### src/rtl/arm_mem_pkg.sv
`default_nettype none
// ============================================================================
// Module : arm_mem_pkg
// Brief  : Shared types and lane-enable constants for the MEM pipeline stage.
// Rev    : 1.0
// ============================================================================
package arm_mem_pkg;

  typedef enum logic [1:0] {
    ST_IDLE  = 2'd0,
    ST_WAIT  = 2'd1,
    ST_FAULT = 2'd2
  } mem_state_t;

  localparam logic [3:0] LANE_B0  = 4'b0001;
  localparam logic [3:0] LANE_B1  = 4'b0010;
  localparam logic [3:0] LANE_B2  = 4'b0100;
  localparam logic [3:0] LANE_B3  = 4'b1000;
  localparam logic [3:0] LANE_ALL = 4'b1111;

  function automatic logic [3:0] lane_mask(input logic [1:0] addr_lo);
    logic [3:0] mask;
    case (addr_lo)
      2'd0:    mask = LANE_B0;
      2'd1:    mask = LANE_B1;
      2'd2:    mask = LANE_B2;
      default: mask = LANE_B3;
    endcase
    return mask;
  endfunction

endpackage
`default_nettype wire

### src/rtl/arm_mem_lane_fmt.sv
`default_nettype none
// ============================================================================
// Module : arm_mem_lane_fmt
// Brief  : Little-endian store lane replication and load byte extraction.
// Rev    : 1.0
// ============================================================================
module arm_mem_lane_fmt
  import arm_mem_pkg::*;
(
  input  logic        byte_access,
  input  logic [1:0]  addr_lo,
  input  logic [31:0] store_data,
  input  logic [3:0]  word_we,
  input  logic [31:0] load_raw,
  output logic [31:0] store_wdata,
  output logic [3:0]  store_we,
  output logic [31:0] load_data
);

  always_comb begin
    store_wdata = store_data;
    store_we    = word_we & LANE_ALL;
    load_data   = load_raw;
    if (byte_access) begin
      // Replicate the byte on every lane so the memory only needs the enables.
      store_wdata = {4{store_data[7:0]}};
      store_we    = lane_mask(addr_lo);
      case (addr_lo)
        2'd0:    load_data = {24'h0, load_raw[7:0]};
        2'd1:    load_data = {24'h0, load_raw[15:8]};
        2'd2:    load_data = {24'h0, load_raw[23:16]};
        default: load_data = {24'h0, load_raw[31:24]};
      endcase
    end
  end

endmodule
`default_nettype wire

### src/rtl/arm_mem_stage.sv
`default_nettype none
// ============================================================================
// Module : arm_mem_stage
// Brief  : MEM pipeline stage: data-memory handshake, stall, forward, MEMWB regs.
// Rev    : 1.0
// ============================================================================
module arm_mem_stage
  import arm_mem_pkg::*;
#(
  parameter int TIMEOUT_CYCLES = 255
) (
  input  logic        clk,
  input  logic        rst,
  input  logic [31:0] EXMEM_data_result,
  input  logic [31:0] EXMEM_rd_data,
  input  logic        EXMEM_rd_we,
  input  logic        EXMEM_rd_data_sel,
  input  logic [3:0]  EXMEM_des_reg_num,
  input  logic [3:0]  EXMEM_mem_write_en,
  input  logic        EXMEM_internal_halted,
  input  logic        EXMEM_is_alu_for_mem_addr,
  input  logic        EXMEM_ld_byte_or_word,
  output logic        dmem_req,
  output logic [31:0] dmem_addr,
  output logic [31:0] dmem_wdata,
  output logic [3:0]  dmem_we,
  input  logic        dmem_ack,
  input  logic [31:0] dmem_rdata,
  output logic        mem_stall,
  output logic        mem_fault,
  output logic        MEMID_rd_we,
  output logic [3:0]  MEMID_rd_num,
  output logic [31:0] MEMID_forward_data,
  output logic        MEMWB_rd_we,
  output logic [3:0]  MEMWB_rd_num,
  output logic [31:0] MEMWB_rd_data,
  output logic        MEMWB_internal_halted
);

  localparam int CNT_W = $clog2(TIMEOUT_CYCLES + 1);
  localparam logic [CNT_W-1:0] C_TIMEOUT = CNT_W'(TIMEOUT_CYCLES);

  mem_state_t       state_q, state_d;
  logic [CNT_W-1:0] cnt_q, cnt_d;
  logic             wb_rd_we_q, wb_rd_we_d;
  logic [3:0]       wb_rd_num_q, wb_rd_num_d;
  logic [31:0]      wb_rd_data_q, wb_rd_data_d;
  logic             wb_halted_q, wb_halted_d;

  logic        mem_op, store_op;
  logic        req_raw, stall;
  logic [31:0] fmt_wdata, fmt_load, result;
  logic [3:0]  fmt_we;

  assign mem_op   = EXMEM_is_alu_for_mem_addr & ~EXMEM_internal_halted;
  assign store_op = mem_op & (|EXMEM_mem_write_en);

  arm_mem_lane_fmt u_lane_fmt (
    .byte_access (EXMEM_ld_byte_or_word),
    .addr_lo     (EXMEM_data_result[1:0]),
    .store_data  (EXMEM_rd_data),
    .word_we     (EXMEM_mem_write_en),
    .load_raw    (dmem_rdata),
    .store_wdata (fmt_wdata),
    .store_we    (fmt_we),
    .load_data   (fmt_load)
  );

  // EXMEM is frozen by mem_stall, so address/data stay stable while waiting.
  assign dmem_addr  = {EXMEM_data_result[31:2], 2'b00};
  assign dmem_wdata = fmt_wdata;
  assign dmem_we    = store_op ? fmt_we : 4'b0000;
  assign dmem_req   = req_raw & ~rst;
  assign mem_stall  = stall;
  assign mem_fault  = (state_q == ST_FAULT);

  assign result = EXMEM_rd_data_sel ? fmt_load : EXMEM_data_result;

  assign MEMID_rd_we        = EXMEM_rd_we & ~stall;
  assign MEMID_rd_num       = EXMEM_des_reg_num;
  assign MEMID_forward_data = result;

  always_comb begin
    state_d = state_q;
    cnt_d   = cnt_q;
    req_raw = 1'b0;
    stall   = 1'b0;
    case (state_q)
      ST_IDLE: begin
        req_raw = mem_op;
        if (mem_op && !dmem_ack) begin
          stall   = 1'b1;
          state_d = ST_WAIT;
          cnt_d   = '0;
        end
      end
      ST_WAIT: begin
        req_raw = 1'b1;
        stall   = ~dmem_ack;
        if (dmem_ack) begin
          state_d = ST_IDLE;
        end else begin
          cnt_d = cnt_q + 1'b1;
          if (cnt_d == C_TIMEOUT) begin
            state_d = ST_FAULT;
          end
        end
      end
      ST_FAULT: begin
        stall = 1'b1;
      end
      default: begin
        state_d = ST_IDLE;
      end
    endcase
  end

  always_comb begin
    wb_rd_num_d  = EXMEM_des_reg_num;
    wb_rd_data_d = result;
    if (state_d == ST_FAULT) begin
      wb_rd_we_d  = 1'b0;
      wb_halted_d = 1'b1;
    end else if (stall) begin
      wb_rd_we_d  = 1'b0;
      wb_halted_d = 1'b0;
    end else begin
      wb_rd_we_d  = EXMEM_rd_we;
      wb_halted_d = EXMEM_internal_halted;
    end
  end

  always_ff @(posedge clk) begin
    if (rst) begin
      state_q      <= ST_IDLE;
      cnt_q        <= '0;
      wb_rd_we_q   <= 1'b0;
      wb_rd_num_q  <= 4'h0;
      wb_rd_data_q <= 32'h0;
      wb_halted_q  <= 1'b0;
    end else begin
      state_q      <= state_d;
      cnt_q        <= cnt_d;
      wb_rd_we_q   <= wb_rd_we_d;
      wb_rd_num_q  <= wb_rd_num_d;
      wb_rd_data_q <= wb_rd_data_d;
      wb_halted_q  <= wb_halted_d;
    end
  end

  assign MEMWB_rd_we           = wb_rd_we_q;
  assign MEMWB_rd_num          = wb_rd_num_q;
  assign MEMWB_rd_data         = wb_rd_data_q;
  assign MEMWB_internal_halted = wb_halted_q;

endmodule
`default_nettype wire

### config.mk
export PLATFORM = sky130hd
export DESIGN_NAME = arm_mem_stage
export DESIGN_NICKNAME = d
export VERILOG_FILES = /design/src/rtl/arm_mem_pkg.sv /design/src/rtl/arm_mem_lane_fmt.sv /design/src/rtl/arm_mem_stage.sv
export SDC_FILE = /design/constraint.sdc
export NUM_CORES = 1
export LEC_CHECK = 0
export BUFFER_PORTS_ARGS = -buffer_cell sky130_fd_sc_hd__buf_2
export CORE_AREA = 4 4 98 100
export CTS_CLUSTER_DIAMETER = 120
export DETAILED_ROUTE_END_ITERATION = 8
export DIE_AREA = 0 0 102 104
export MAX_ROUTING_LAYER = met4
export PLACE_DENSITY_LB_ADDON = 0.1
export RECOVER_POWER = 100
export SLEW_MARGIN = 30
export SYNTH_ARGS = -nofsm -noshare
export SYNTH_HDL_FRONTEND = slang
export SYNTH_SLANG_ARGS = --single-unit
### constraint.sdc
create_clock -name clk -period 3.69 [get_ports clk]
set_input_delay 0.5535 -clock clk [delete_from_list [all_inputs] [get_ports clk]]
set_output_delay 0.5535 -clock clk [all_outputs]
set_load 0.03 [all_outputs]
# After elaboration in Yosys (flattened, before gate mapping)
# Index checks and enable logic that the tools add are counted.
word_totals:
  output_inout_bits: 146
  elab_cells: 50
  ff_bits: 48
classes:
  mux: 19
  add_sub_neg: 1
  n_eq_ne: 8
  reduce_logical: 8
  bitwise_logic: 8
ops:
  columns: ["operator", "n"]
  rows:
  - ["two-way mux 32 bit", 3]
  - ["case mux 8 bit (3 select lines)", 1]
  - ["two-way mux 8 bit", 2]
  - ["case mux 8 bit (2 select lines)", 1]
  - ["case mux 4 bit (3 select lines)", 1]
  - ["adder 8 x 1 -> 8 bit, second input constant", 1]
  - ["equality test 8 bit, second input constant", 1]
  - ["two-way mux 4 bit", 2]
  - ["equality test 2 bit, second input constant", 3]
  - ["two-way mux 2 bit", 3]
  - ["case mux 2 bit (3 select lines)", 1]
  - ["AND 1 bit", 4]
  - ["equality test 2 x 1 -> 1 bit, second input constant", 2]
  - ["zero test 2 bit", 2]
  - ["inequality test 2 bit, second input constant", 2]
  - ["NOT 1 bit", 4]
  - ["OR reduction 4 bit", 1]
  - ["two-way mux 1 bit", 3]
  - ["case mux 1 bit (3 select lines)", 1]
  - ["AND reduction 3 bit", 1]
  - ["OR reduction 3 bit", 1]
  - ["case mux 1 bit (2 select lines)", 1]
  - ["nonzero test 2 bit", 1]
  - ["logical AND 1 bit", 1]
  - ["zero test 1 bit", 1]

# Longest topological paths before layout
# Gate-level depths: netlist of the first run.
depth:
  ltp_word: 7
  depth_mapped: 7
  mapped_depth_nobuf: 6

# Hierarchy
# A second synthesis of the first run with hierarchy kept.
hier_totals:
  hier_cells: 387
  area_unflattened_um2: 3296.9
by_module_without_submodules:
  columns: ["mod", "cells_each", "area_each_um2", "n_inst"]
  rows:
  - ["arm_mem_stage", 235, 2290.9, 1]
  - ["arm_mem_lane_fmt", 152, 1006.0, 1]

# Worst setup path before layout of the first run
# No wires, ideal clock.
synth_timing:
  path_kind: "input to output"
  from: "input EXMEM_data_result[0]"
  to: "output MEMID_forward_data[1]"
  arrival_ns: 1.973
  path_stages: 5
  required_time_ns: 3.137
  setup_slack_ns: 1.164
  path_buffers: 2
  path_cell_list: "buf_4 > buf_6 > mux2_2 > o22ai_1 > a221oi_1"
synth_between:
  elab_chain_cells: 4
synth_rtl:
  columns: ["item", "line_no", "rtl"]
  rows:
  - ["start: declaration", "arm_mem_stage.sv:14", "input logic [31:0] EXMEM_data_result,"]
  - ["equality test 2 bit, or another cell as far along", "arm_mem_lane_fmt.sv:28", "case (addr_lo)"]
  - ["case mux 8 bit (3 select lines) *", "arm_mem_lane_fmt.sv:28", null]
  - ["two-way mux 32 bit *", "arm_mem_lane_fmt.sv:24", "if (byte_access) begin"]
  - ["two-way mux 32 bit *", "arm_mem_stage.sv:77", "assign result = EXMEM_rd_data_sel ? fmt_load : EXMEM_data_result;"]
  - ["end: declaration", "arm_mem_stage.sv:33", "output logic [31:0] MEMID_forward_data,"]
# Every way passes the cells marked *; elsewhere a longest branch is shown, timed or not.

# Worst setup path after layout of the first run
layout_timing:
  from: "input EXMEM_data_result[0]"
  to: "output MEMID_forward_data[5]"
# The elaborated chain is that of the path after synthesis.

==> reports/qor.yml, run 1 <==
setup_ws_ns: 0.674
portBuffers: 255
die_width_um: 102
finalHoldViolCount: 0
slowest_delay_ns: 0.73
vias_per_cell: 4.67
crit_type: "in2out"
drcViolationCount: 0
cts-root-buf: "clkbuf_8"
synthToLayoutAreaGrowth_pct: 29.7
antenna_found_initial: 1
post-route-min-period_ns: 3.02
layout_common_cells: "141 x clkbuf_1, 115 x buf_2, 56 x o21ai_0"
power_density_nw_per_um2: 353
synth-edff-count: 0
core_area_um2: 8680
critPathMostFrequentCell: "clkbuf_1"
fp-row-count: 34
post_cts_resized: 0
slew_violations: 0
rsz0062_at_grt: "no"
finalCritPeriodShare_pct: 81.7
grtUsageTotal_pct: 19.3
path_cells: "clkbuf_1 -> mux4_2 -> mux2i_1 -> a21oi_1 -> clkbuf_1"
setup_viol: 0
max_freq_mhz: 332
syn_inst: 404
path_max_fanout: 16
reg2reg_from: "state_q[0]"
path_clk_slew_ns: 0.10
ys_warn_count: 0
worstHoldStart: "EXMEM_des_reg_num[0]"
finalSetupTns_ns: 0
initial_core_util_pct: 35.0
ioPinCount: 258
netlist.area_leader.share_pct: 31.6
synth_area_leaders: "dfxtp_1 32%, buf_4 11%, o21ai_0 9.2%, and2_1 6.8%, inv_1 6.5%"
cts_num_sinks: 48
ctsHoldBuffers: 0
final_common_cell: "clkbuf_1"
drive_gt1_share_pct: 22.8
num_vias: 3320
syn_area_per_cell_um2: 7.53
fin_area_um2: 3940
peakVddDrop_mv: 0.162
grt_pass1_vias: 3218
reg2reg_to: "cnt_q[5]"
dieArea_um2: 10600
start_kind: "input port"
cts_setup_buffers: 0
die_h_um: 104
status: "completed"
critPathBufInv: 2
nets: 715
clock_skew_ns: 0.0109
r2r_cells: 3
worstPathRequired_ns: 3.14
grt_overflow: 0
worstSkewPairLatency_ns: 0.30
synth-main-ff-cell: "dfxtp_1"
max_slew.worst_pin.slew_ns: 1.00
grt_start_max_net_pins: 51
wire_per_inst_um: 15.1
drtPass1Iterations: 4
hpwl_um: 8840
hp-class: "in2reg"
p_leak_nw: 1.83
holdPathStages: 2
end_kind: "primary output"
ant_nets: 0
cp.arrival_ns: 2.46
cts_buffers: 5
cpMaxStageDelayCell: "clkbuf_1"
synth-seq-cells: 48
drt_iter0_drc: 71
yosys.cell_types.count: 45
r2r_setup_slack_ns: 1.96
seq_area_frac_synth_pct: 31.6
post_dp_cell_area_um2: 4030
slew-limit-headroom_pct: 33.1
syn-cell-area_um2: 3040
cp_top_family: "buffers and inverters"
gp_congestion: 0.816
whs_endpoint: "MEMWB_rd_num[0]"
post-place-ws_ns: 0.962
routed_wl_um: 10700
grt_pass1_wl_um: 15800
yosysTopAreaCell: "dfxtp_1"
cts_buffer_depth: 2
async_reset_ff_share_pct: 0
htreeDepth: 2
cts_tree: "built"
drv_cap: 0
-- cell families (layout without fill, tap and decap cells) --
family	Yosys count	count (layout)	synth area share, %
other	1	3	0.123
AND/OR/NAND/NOR	122	122	21.2
buffers and inverters	121	318	21.2
AO/OA/AOI/OAI	92	92	16.5
flip-flops	48	48	31.6
XOR/XNOR	1	1	0.288
multiplexers	17	17	8.19
adder cells (fa/ha/maj)	2	2	0.823
-- through the flow --
| step | hold slack (ns) | power [mW] | cells | utilization [%] |
|---|---|---|---|---|
| final | 0.469 | 1.39 | 711 | 45.4 |
| after detailed placement | 0.507 | 1.10 | 702 | 46.4 |
| after CTS | 0.458 | 1.44 | 710 | 47.5 |
| after floorplan | 0.458 | 0.936 | 405 | - |
| after global routing | 0.473 | 1.47 | 711 | 45.4 |
| after global placement | 0.497 | 1.09 | 702 | 46.4 |
-- power by group --
group	internal (mW)	switching (mW)
sequential	0.544	0.00711
combinational	0.138	0.365
clock	0.154	0.185
-- final cells by class --
class                   count  area [µm²]
multi-input cells         236        1440
inverters                  53         199
repair buffers            257        1110
diodes                      1        2.50
well taps                 108         135
clock inverters             2        13.8
flip-flops and latches     48         961
fillers                   996        4740
clock buffers               6        82.6
-- routing by layer --
layer	share of wire, %	routed length (µm)	global-route usage [%]
met1	38	4050	20.2
met2	54	5770	37.2
met3	7.8	838	3.09
met4	0.70	75	3.66
met5	0	0	-
-- state kept, by name (all words and copies together), names as in the netlist --
| signal | flops |
|---|---|
| state_q | 2 |
| MEMWB_rd_we | 1 |
| MEMWB_rd_data | 32 |
| cnt_q | 8 |
| MEMWB_internal_halted | 1 |
| MEMWB_rd_num | 4 |
-- cell usage after synthesis, types with 3 or more instances --
cell	count
nand3_1	5
buf_4	45
nand2_1	37
mux2_2	3
buf_2	5
a21oi_1	23
clkbuf_1	14
nor2_1	17
and2_1	33
nor2b_1	6
nor3b_1	3
dfxtp_1	48
inv_1	53
mux2i_1	8
nand3b_1	3
mux4_2	6
o21ai_0	56
nand2b_1	3
-- how the worst max path moves through the flow --
| stage | from | endpoint | slack (ns) | depth (start not counted) |
|---|---|---|---|---|
| finish | EXMEM_data_result[0] | MEMID_forward_data[5] | 0.67 | 5 |
| global route | EXMEM_data_result[0] | MEMID_forward_data[7] | 0.43 | 5 |
| CTS | EXMEM_rd_data_sel | MEMID_forward_data[24] | 0.96 | 6 |
| detailed placement | EXMEM_rd_data_sel | MEMID_forward_data[24] | 0.96 | 6 |
| global placement | EXMEM_rd_data_sel | MEMID_forward_data[24] | 1.00 | 6 |
| floorplan | EXMEM_data_result[0] | MEMID_forward_data[1] | 1.16 | 5 |
Note: power is estimated with default switching activity, not from simulation.
==> inputs of run 2 (changes only) <==
--- a/config.mk
+++ b/config.mk
@@ -6,10 +6,10 @@
 export NUM_CORES = 1
 export LEC_CHECK = 0
 export BUFFER_PORTS_ARGS = -buffer_cell sky130_fd_sc_hd__buf_2
-export CORE_AREA = 4 4 98 100
+export CORE_AREA = 4 4 99 101
 export CTS_CLUSTER_DIAMETER = 120
 export DETAILED_ROUTE_END_ITERATION = 8
-export DIE_AREA = 0 0 102 104
+export DIE_AREA = 0 0 103 105
 export MAX_ROUTING_LAYER = met4
 export PLACE_DENSITY_LB_ADDON = 0.1
 export RECOVER_POWER = 100
==> constraint.sdc (replaced) <==
create_clock -name clk -period 2.5 [get_ports clk]
set_input_delay 0.375 -clock clk [delete_from_list [all_inputs] [get_ports clk]]
set_output_delay 0.375 -clock clk [all_outputs]
set_load 0.03 [all_outputs]
==> run 2 against run 1 <==
- combinational power rose by 49%
- register-to-register slack got worse by 1.2 ns
- die area rose by 2.0%
- setup slack got worse by 0.42 ns
- count of clock-buffer cells in the layout did not move
- worst hold slack got worse by 0.18 ns
- routed wire length rose by 2.5%
- via count barely moved
- critical endpoint is now MEMID_forward_data[26]
- largest cell class unchanged
- largest power group unchanged
==> reports/qor.yml, run 2 (synthesis results as in run 1) <==
end_kind: "primary output"
utilization_pct: 44.1
nets: 720
hpwl_um: 9110
post_cts_resized: 0
layout_common_cells: "142 x clkbuf_1, 115 x buf_2, 56 x o21ai_0"
cts_tree: "built"
htreeDepth: 2
ioPinCount: 258
core_area_um2: 9020
power_density_nw_per_um2: 520
fillers: 1034
max_freq_mhz: 445
synthToLayoutAreaGrowth_pct: 30.9
die_width_um: 103
path_clk_slew_ns: 0.10
cp.arrival_ns: 1.87
cts-root-buf: "clkbuf_8"
post-route-min-period_ns: 2.24
hp-class: "in2reg"
grt_pass1_vias: 3142
finalHoldViolCount: 0
drcViolationCount: 0
drtPass1Iterations: 4
clock_skew_ns: 0.00439
cts_setup_buffers: 0
wire_per_inst_um: 15.3
num_vias: 3317
final_common_cell: "clkbuf_1"
portBuffers: 255
ant_nets: 0
routed_wl_um: 11000
drv_cap: 0
grt_start_max_net_pins: 38
drt_iter0_drc: 102
dieArea_um2: 10800
grtUsageTotal_pct: 19.6
path_max_fanout: 22
fp-row-count: 35
status: "completed"
drive_gt1_share_pct: 23.2
gp_congestion: 0.798
max_slew.worst_pin.slew_ns: 0.747
grt_pass1_wl_um: 16000
vias_per_cell: 4.61
cts_buffers: 5
rsz0062_at_grt: "no"
largest_register_ffs: 32
ctsHoldBuffers: 0
antenna_found_initial: 2
crit_type: "in2out"
setup_viol: 0
start_kind: "input port"
p_leak_nw: 1.85
worstSkewPairLatency_ns: 0.30
finalCritPeriodShare_pct: 89.8
die_h_um: 105
peakVddDrop_mv: 0.221
cts_num_sinks: 48
slew_violations: 0
finalSetupTns_ns: 0
grt_overflow: 0
cts_buffer_depth: 2
worstPathRequired_ns: 2.12
slew-limit-headroom_pct: 50.2
initial_core_util_pct: 33.7
-- run 2: changes by cell type in the layout (fill, tap and decap cells not counted), sizes merged --
cell    change
diode       +1
buf         +3
clkbuf      +2
-- run 2: where the power goes --
part	internal [mW]	switching (mW)
registers	0.803	0.0104
clock network	0.227	0.281
logic	0.206	0.542
-- run 2: routing by layer --
| metal | part of all wire, % | up-vias | GRT usage [%] |
|---|---|---|---|
| li1 | - | 1673 | - |
| met1 | 37 | 1481 | 21.2 |
| met5 | 0 | - | - |
| met3 | 8.3 | 12 | 4.14 |
| met2 | 53 | 151 | 36.2 |
| met4 | 1.3 | 0 | 4.26 |
-- run 2: stage by stage --
step	std cells	instance area (µm²)	total power [mW]	hold WS, ns	worst slack, ns
final	720	3980	2.07	0.288	0.255
after global routing	720	3980	2.18	0.284	0.109
after CTS	718	4170	2.14	0.269	0.303
after detailed placement	710	4070	1.63	0.498	0.309
after global placement	710	4070	1.62	0.481	0.349
after floorplan	405	3040	1.38	0.458	0.331
-- run 2: worst max-delay path, stage by stage --
cell      delay (ns)
buf_2           0.31
nor2b_1         0.30
buf_4           0.33
nand2_1         0.08
o21ai_0         0.11
clkbuf_1        0.34
-- run 2: layout make-up --
class / count / area (µm²) / share of cell area [%]
Clock inverter: 2 / 13.8 / 0.346
Inverter: 53 / 199 / 5.00
Multi-Input combinational cell: 236 / 1440 / 36.1
Tap cell: 111 / 139 / 3.49
Sequential cell: 48 / 961 / 24.1
Antenna cell: 2 / 5.00 / 0.126
Clock buffer: 6 / 82.6 / 2.07
Timing Repair Buffer: 262 / 1140 / 28.7
-- run 2: final timing paths --
check                            start                endpoint  slack [ns]  cells past startpoint
setup / recovery     EXMEM_rd_data_sel  MEMID_forward_data[26]        0.26                      6
hold / removal    EXMEM_des_reg_num[3]         MEMWB_rd_num[3]        0.29                      2
hold reg to reg               cnt_q[7]                cnt_q[7]        0.51                      2
setup reg to reg            state_q[0]                cnt_q[5]        0.79                      3
